## config.mk

```make
export PLATFORM = sky130hd
export DESIGN_NAME = ldm_stm_sequencer
export DESIGN_NICKNAME = d
export VERILOG_FILES = /design/src/rtl/ldm_stm_sequencer.sv
export SDC_FILE = /design/constraint.sdc
export NUM_CORES = 1
export LEC_CHECK = 0
export ABC_AREA = 1
export CORE_ASPECT_RATIO = 0.5
export CORE_UTILIZATION = 51
export CTS_CLUSTER_DIAMETER = 50
export DETAILED_ROUTE_END_ITERATION = 7
export PLACE_DENSITY = 0.74
export SLEW_MARGIN = 20
export SYNTH_ARGS = -nofsm -noshare
export SYNTH_HDL_FRONTEND = slang
export SYNTH_SLANG_ARGS = --single-unit
```

## constraint.sdc

```tcl
create_clock -name clk -period 19.6 [get_ports clk]
set_input_delay 5.88 -clock clk [delete_from_list [all_inputs] [get_ports clk]]
set_output_delay 5.88 -clock clk [all_outputs]
set_load 0.03 [all_outputs]
```

## src/rtl/ldm_stm_sequencer.sv

```systemverilog
// LDM/STM multi-register transfer sequencer: walks a register list lowest-first,
// drives MAR/MDR/RF strobes and the MOV/MOC handshake, then issues base writeback.
module ldm_stm_sequencer #(
    parameter int unsigned ADDR_W  = 32,
    parameter int unsigned NREGS   = 16,
    parameter int unsigned TIMEOUT = 15,
    localparam int unsigned RS_W   = $clog2(NREGS),
    localparam int unsigned CNT_W  = $clog2(NREGS + 1)
) (
    input  logic              clk,
    input  logic              clr,
    input  logic              start,
    input  logic              is_load,
    input  logic              up,
    input  logic              pre,
    input  logic              wback,
    input  logic [NREGS-1:0]  reg_list,
    input  logic [ADDR_W-1:0] base,
    input  logic              MOC,
    output logic [ADDR_W-1:0] addr_out,
    output logic [RS_W-1:0]   reg_sel,
    output logic              MAR_ld,
    output logic              MDR_ld,
    output logic              MOV,
    output logic              R_W,
    output logic              RF_ld,
    output logic              wb_ld,
    output logic [ADDR_W-1:0] wb_addr,
    output logic              busy,
    output logic              done,
    output logic              abort,
    output logic [CNT_W-1:0]  count
);

    localparam int unsigned TM_W = $clog2(TIMEOUT + 1);

    typedef enum logic [2:0] {
        S_IDLE, S_ADDR, S_XFER, S_WRITE, S_WB, S_DONE, S_ABORT
    } state_t;

    state_t             state_q, state_d;
    logic [NREGS-1:0]   pending_q, pending_d;
    logic [CNT_W-1:0]   count_d;
    logic [ADDR_W-1:0]  cur_addr_q, cur_addr_d;
    logic [TM_W-1:0]    timer_q;
    logic               is_load_q, wback_q, mdr_ld_q;
    logic               ld_d, wback_d, retire;
    logic [CNT_W-1:0]   n_regs;
    logic [ADDR_W-1:0]  four_n, start_addr, wb_value;

    function automatic logic [RS_W-1:0] lowest(input logic [NREGS-1:0] v);
        logic found;
        lowest = '0;
        found  = 1'b0;
        for (int unsigned i = 0; i < NREGS; i++) begin
            if (v[i] && !found) begin
                lowest = RS_W'(i);
                found  = 1'b1;
            end
        end
    endfunction

    function automatic logic [CNT_W-1:0] popcount(input logic [NREGS-1:0] v);
        popcount = '0;
        for (int unsigned i = 0; i < NREGS; i++)
            popcount = popcount + CNT_W'(v[i]);
    endfunction

    // Every mode lays registers out ascending; only the block's start differs.
    always_comb begin
        n_regs   = popcount(reg_list);
        four_n   = ADDR_W'(n_regs) << 2;
        wb_value = up ? (base + four_n) : (base - four_n);
        case ({up, pre})
            2'b10:   start_addr = base;
            2'b11:   start_addr = base + ADDR_W'(4);
            2'b00:   start_addr = base - four_n + ADDR_W'(4);
            default: start_addr = base - four_n;
        endcase
    end

    assign ld_d    = (state_q == S_IDLE) ? is_load : is_load_q;
    assign wback_d = (state_q == S_IDLE) ? wback   : wback_q;

    always_comb begin
        state_d    = state_q;
        pending_d  = pending_q;
        count_d    = count;
        cur_addr_d = cur_addr_q;
        retire     = 1'b0;
        case (state_q)
            S_IDLE: begin
                if (start) begin
                    pending_d  = reg_list;
                    count_d    = '0;
                    cur_addr_d = start_addr;
                    state_d    = (reg_list == '0) ? S_WB : S_ADDR;
                end
            end
            S_ADDR:  state_d = S_XFER;
            S_XFER: begin
                if (MOC) begin
                    if (is_load_q) state_d = S_WRITE;
                    else           retire  = 1'b1;
                end else if (timer_q == TM_W'(TIMEOUT - 1)) begin
                    state_d = S_ABORT;
                end
            end
            S_WRITE: retire  = 1'b1;
            S_WB:    state_d = S_DONE;
            S_DONE:  state_d = S_IDLE;
            S_ABORT: state_d = S_IDLE;
            default: state_d = S_IDLE;
        endcase
        // The NEXT decision folds into the retiring cycle so it costs no clock.
        if (retire) begin
            pending_d = pending_q & ~(NREGS'(1) << reg_sel);
            count_d   = count + 1'b1;
            if (pending_d == '0) begin
                state_d = S_WB;
            end else begin
                cur_addr_d = cur_addr_q + ADDR_W'(4);
                state_d    = S_ADDR;
            end
        end
    end

    always_ff @(posedge clk) begin
        if (clr) begin
            state_q    <= S_IDLE;
            pending_q  <= '0;
            count      <= '0;
            cur_addr_q <= '0;
            timer_q    <= '0;
            is_load_q  <= 1'b0;
            wback_q    <= 1'b0;
            wb_addr    <= '0;
            addr_out   <= '0;
            reg_sel    <= '0;
            MAR_ld     <= 1'b0;
            mdr_ld_q   <= 1'b0;
            MOV        <= 1'b0;
            R_W        <= 1'b0;
            RF_ld      <= 1'b0;
            wb_ld      <= 1'b0;
            busy       <= 1'b0;
            done       <= 1'b0;
            abort      <= 1'b0;
        end else begin
            state_q    <= state_d;
            pending_q  <= pending_d;
            count      <= count_d;
            cur_addr_q <= cur_addr_d;
            if (state_q == S_IDLE && start) begin
                is_load_q <= is_load;
                wback_q   <= wback;
                wb_addr   <= wb_value;
            end
            if (state_d == S_ADDR)
                timer_q <= '0;
            else if (state_q == S_XFER)
                timer_q <= timer_q + 1'b1;
            if (state_d == S_ADDR) begin
                addr_out <= cur_addr_d;
                reg_sel  <= lowest(pending_d);
            end
            // Strobes are decoded from the state being entered, so they are Moore and registered.
            MAR_ld   <= (state_d == S_ADDR);
            mdr_ld_q <= (state_d == S_ADDR) && !ld_d;
            MOV      <= (state_d == S_XFER);
            R_W      <= (state_d == S_XFER) && ld_d;
            RF_ld    <= (state_d == S_WRITE);
            wb_ld    <= (state_d == S_WB) && wback_d;
            busy     <= (state_d != S_IDLE);
            done     <= (state_d == S_DONE);
            abort    <= (state_d == S_ABORT);
        end
    end

    // A load captures memory data in the very cycle MOC arrives.
    assign MDR_ld = mdr_ld_q | ((state_q == S_XFER) && is_load_q && MOC);

endmodule

```

* Yosys cells after proc, flatten, opt, wreduce, memory -nomap -nowiden *
Cells that the tools add are included.

word-level totals
  bits in latches = 0
  output and inout bits = 82
  input bits = 56
  bits in read-only memories = 0
  memories = 0
  word-level logic and storage cells = 189
  bits in writable memories = 0
  register bits = 139

cells by class
  reductions and logical operators = 46
  magnitude comparators = 0
  $add $sub $neg = 22
  muxes and demuxes = 85
  bitwise operators = 3
  multiply operators = 0
  shift operators = 1
  eq/ne operators = 13
  divide/modulo/power cells = 0

operators by type and width
  kind                                                                 number
  32-bit 2-to-1 mux                                                    5
  32-bit by 3-bit adder with 32-bit output (second input constant)     3
  32-bit one-hot mux with 3 select lines                               1
  4-bit 2-to-1 mux                                                     14
  5-bit by 1-bit adder with 5-bit output                               11
  1-bit 2-to-1 mux                                                     50
  16-bit 2-to-1 mux                                                    3
  32-bit by 7-bit adder with 32-bit output                             1
  16-bit logical NOT                                                   2
  32-bit by 7-bit subtractor with 32-bit output                        1
  1-bit logical AND                                                    21
  3-bit 2-to-1 mux                                                     7
  16-bit bitwise AND                                                   1
  1-bit logical NOT                                                    16
  16-bit NOT                                                           1
  1-bit by 4-bit left shift with 16-bit output (first input constant)  1
  5-bit 2-to-1 mux                                                     3
  3-bit one-hot mux with 5 select lines                                1
  3-bit by 2-bit == test with 1-bit output (second input constant)     4
  3-bit == test (second input constant)                                4
  3-bit by 1-bit == test with 1-bit output (second input constant)     2
  4-bit by 1-bit adder with 5-bit output                               1
  5-bit by 1-bit adder with 5-bit output (second input constant)       1
  3-bit by 1-bit adder with 4-bit output                               1
  13 further kinds                                                     15

* Logic depth before layout (Yosys ltp) *
  word-level depth = 82
  gate-level depth with buffers = 35
  depth with buffers taken out = 35

* Worst setup path before layout *
Ideal clock, no wire load.

  kind = input-to-output
  start point = input MOC
  end point = output MDR_ld
  cell stages on the path = 2
  buffers on the path = 0
  path slack = 7.498 ns
  data required time = 13.720 ns
  arrival = 6.222 ns
  cells stage by stage = nand3_1 -> nand2_1

on the way
  word-level cells in the longest chain between the ends = 2

ends and longest elaborated chain
  element             line  RTL
  start: declaration  19    input logic MOC,
  1-bit logical AND   181   assign MDR_ld = mdr_ld_q | ((state_q == S_XFER) && is_load_q && MOC);
  1-bit OR            181
  end: declaration    23    output logic MDR_ld,

No other way between the ends.

* Worst setup path after layout *
Ends and elaborated chain as after synthesis.

==> run_results.csv <==
group,metric,value,unit
timing,fmax,75.99,MHz
worst_setup_path,r2r_setup_slack,15.58,ns
synthesis,netlist_area,11230,sq um
cells_and_area,mostFrequentLayoutCell,"nand2_1",
global_routing,met2_usage,48.66,%
synthesis,synth_top_area_share,24.78,%
synthesis,synth-async-reset-ratio,0,%
worst_setup_path,critPathMaxStageDelay,0.67,ns
worst_setup_path,critPathMostFrequentCell,"clkdlybuf4s50_1",
cells_and_area,nFillCells,2010,
cts,tritoncts,"done",
detailed_routing,ant_nets,0,
cts,numCtsBuffers,17,
power,p_switching,0.7972,mW
synthesis,synth-seq-cells,139,
global_routing,grtUsageMet1,42.29,%
global_routing,grtUsageMet3,6.942,%
detailed_routing,drt_iter0_markers,994,
placement,port_buffers,137,
placement,placed_cell_area,12540,sq um
worst_setup_path,cp-start-kind,"input port",
cells_and_area,n_antenna_cell,0,
synthesis,synth_edf_count,0,
hold_path,hold_class,"flip-flop to flip-flop",
power,ir_drop,0.0001001,V
cells_and_area,layout-drive-gt1-share,7.951,%
synthesis,ys_seq_area_share,24.78,%
power,p_leak,5.775,nW
cells_and_area,post-route-cell-area,13150,sq um
worst_setup_path,worst_ep_arrival_time,7.28,ns
synthesis,synth.net_count,1878,
floorplanning,num_io_pins,138,
cts,postCtsSetupBuffers,0,
worst_setup_path,critical_path_class,"input port to output port",
timing,worst_pin_slew,1.098,ns
cts,cts.sinks,139,
power,sw_frac_of_total,47.70,%
global_routing,first_global_vias,11040,
power,sequentialPowerShare,25.3,%
worst_setup_path,path_cells,"clkdlybuf4s50_1, nand3_1, nand2_1, clkdlybuf4s50_1",
hold_path,min_path_cells,2,
floorplanning,fp-row-count,37,
power,combPwrFrac,54.4,%
worst_setup_path,required,13.72,ns
synthesis,yosys_most_used_dff,"dfxtp_1",
power,power_density,127.0,nW/um^2
power,intPower,0.8740,mW
power,pwr-share-clk,20.3,%
cts,holdBufCountCts,0,
placement,gp_congestion,0.9852,
timing,final-setup-viol-count,0,
floorplanning,core_area,21060,sq um
detailed_routing,wl_per_cell,15.93,microns
global_routing,grt_max_degree,70,
worst_setup_path,cp_max_fo,3,
placement,post-dp-hpwl,25290,microns
timing,period_share,67.14,%
detailed_routing,wirelength,34500,microns
timing,tns,0,ns
worst_setup_path,r2r-end,"addr_out[11]",
detailed_routing,drt_pass1_iterations,5,
detailed_routing,vias,11820,
timing,final_hold_viol_count,0,
timing,final.setup_skew,0.01103,ns
worst_setup_path,ff2ff_path_depth,12,
global_routing,grt_pass1_wl,55770,microns
synthesis,yosys-top-cells-area,"dfxtp_1, nand2_1, inv_1",
detailed_routing,vias_per_cell,5.458,
run_status,status,"complete, no violations",
cells_and_area,area_growth,17.15,%
synthesis,synth_area_leader_cell,"dfxtp_1",
global_routing,grtUsageTotal,31.33,%
floorplanning,die_h,106.9,microns
global_routing,antenna_found_initial,2,
global_routing,busiest_layer,"met2",
cts,clk_path_buf_depth,2,
global_routing,grt-ovfl-total,0,
cts,cts_root_buffer,"clkbuf_16",
cts,path_clk_slew,0.06,ns
cells_and_area,fin_nets,1954,
timing,fin_crit,13.16,ns
hold_path,worstHoldStart,"addr_out[28]",
flow_run,maxCapViolations,0,
synthesis,synth_cell_types,67,
hold_path,worst_hold_path.endpoint,"addr_out[28]",
detailed_routing,drc,0,
cts,ctsHtreeMaxLevel,4,
floorplanning,die_area,22650,sq um
timing,grt_setup_unrepaired,"false",
timing,relSlewSlack,26.77,%
worst_setup_path,critPathCaptureType,"output port",
cts,cts_resized,0,
timing,slew_violations,0,
floorplanning,start_util,53.31,%
synthesis,synthCells,1785,
synthesis,yosys_warnings,0,
synthesis,synth.avg_cell_area,6.290,sq um
cells_and_area,layout_common_cells,"nand2_1, inv_1, dfxtp_1",
worst_setup_path,slowest_stage,"clkdlybuf4s50_1",
worst_setup_path,worstReg2RegStart,"state_q[1]",
floorplanning,die_width,211.8,microns
cts,clkLatencyLatePin,0.45,ns
[synth_stat cells (all sizes together), types with 4 or more instances]
cell type    n
nor4        11
o21bai       7
nand3      136
buf         43
a211oi       5
nor3b        6
nand4       37
xnor2        8
fa          12
and2         6
a22o         7
or2          6
nor2       166
clkbuf      42
nand3b      11
a21boi       4
a31oi        9
ha          25
o211ai      41
dfxtp      139
clkinv       5
nand2      515
nor3        29
xor2        29
o21ai      125
inv        211
a21oi      128
o221ai       6
[per-stage QoR]
step | hold slack [ns] | worst slack (ns) | power, mW | cells | utilization (%)
2_1_floorplan | 0.4355 | 7.498 | 1.084 | 1785 | -
3_3_place_gp | 0.4389 | 6.458 | 1.316 | 2134 | 59.52
3_5_place_dp | 0.4394 | 6.445 | 1.326 | 2134 | 59.52
4_1_cts | 0.4529 | 6.434 | 1.670 | 2166 | 62.45
5_1_grt | 0.4696 | 6.382 | 1.795 | 2166 | 62.45
6_report | 0.4512 | 6.440 | 1.671 | 2166 | 62.45
[critical path: cells and delay by family]
kind | cells | cell delay, ns
buf+inv | 2 | 1.17
simple gates | 2 | 0.24
[power groups by stage]
stage,registers [mW],logic (mW),clock network (mW)
2_1_floorplan,0.502,0.582,0
3_3_place_gp,0.427,0.889,0
3_5_place_dp,0.427,0.899,0
4_1_cts,0.422,0.905,0.342
5_1_grt,0.433,1.01,0.356
6_report,0.423,0.909,0.339
[area by class of cell]
cell class              count  area, sq um  share of cell area [%]
flip-flops and latches    139         2783                   21.15
clock buffers              22        484.2                   3.681
inverters                 216        815.8                   6.202
clock inverters            10        131.4                  0.9988
multi-input cells        1343         7156                   54.40
repair buffers            144         1419                   10.79
well taps                 292        365.4                   2.778
[cell families (layout without fill, tap and decap cells)]
| logic type | count (synthesis) | count (layout) | synth area share, % |
|---|---|---|---|
| AO/OA/AOI/OAI | 345 | 345 | 18.11 |
| XOR/XNOR | 37 | 37 | 2.886 |
| adder cells (fa/ha/maj) | 37 | 37 | 4.925 |
| buffers and inverters | 303 | 392 | 11.56 |
| flip-flops | 139 | 139 | 24.78 |
| multiplexers | 1 | 1 | 0.08915 |
| AND/OR/NAND/NOR | 923 | 923 | 37.65 |
[metal layers]
layer	wire length (microns)	vias to the layer above
met4	895	0
met3	2753	66
li1	-	6010
met2	15000	429
met5	0	-
met1	15850	5317
[worst max-delay path by stage]
stage,from,endpoint,cells after the start
after floorplan,MOC,MDR_ld,2
after global placement,MOC,MDR_ld,4
after detailed placement,MOC,MDR_ld,4
after CTS,MOC,MDR_ld,4
after global routing,MOC,MDR_ld,4
final,MOC,MDR_ld,4
[state kept, by name (all words and copies together) (netlist names), 3 cells and up]
register    cells
wb_addr        32
cur_addr_q     32
reg_sel         4
addr_out       32
pending_q      16
count           5
timer_q         4
state_q         3
Note: power is estimated with default switching activity, not from simulation.
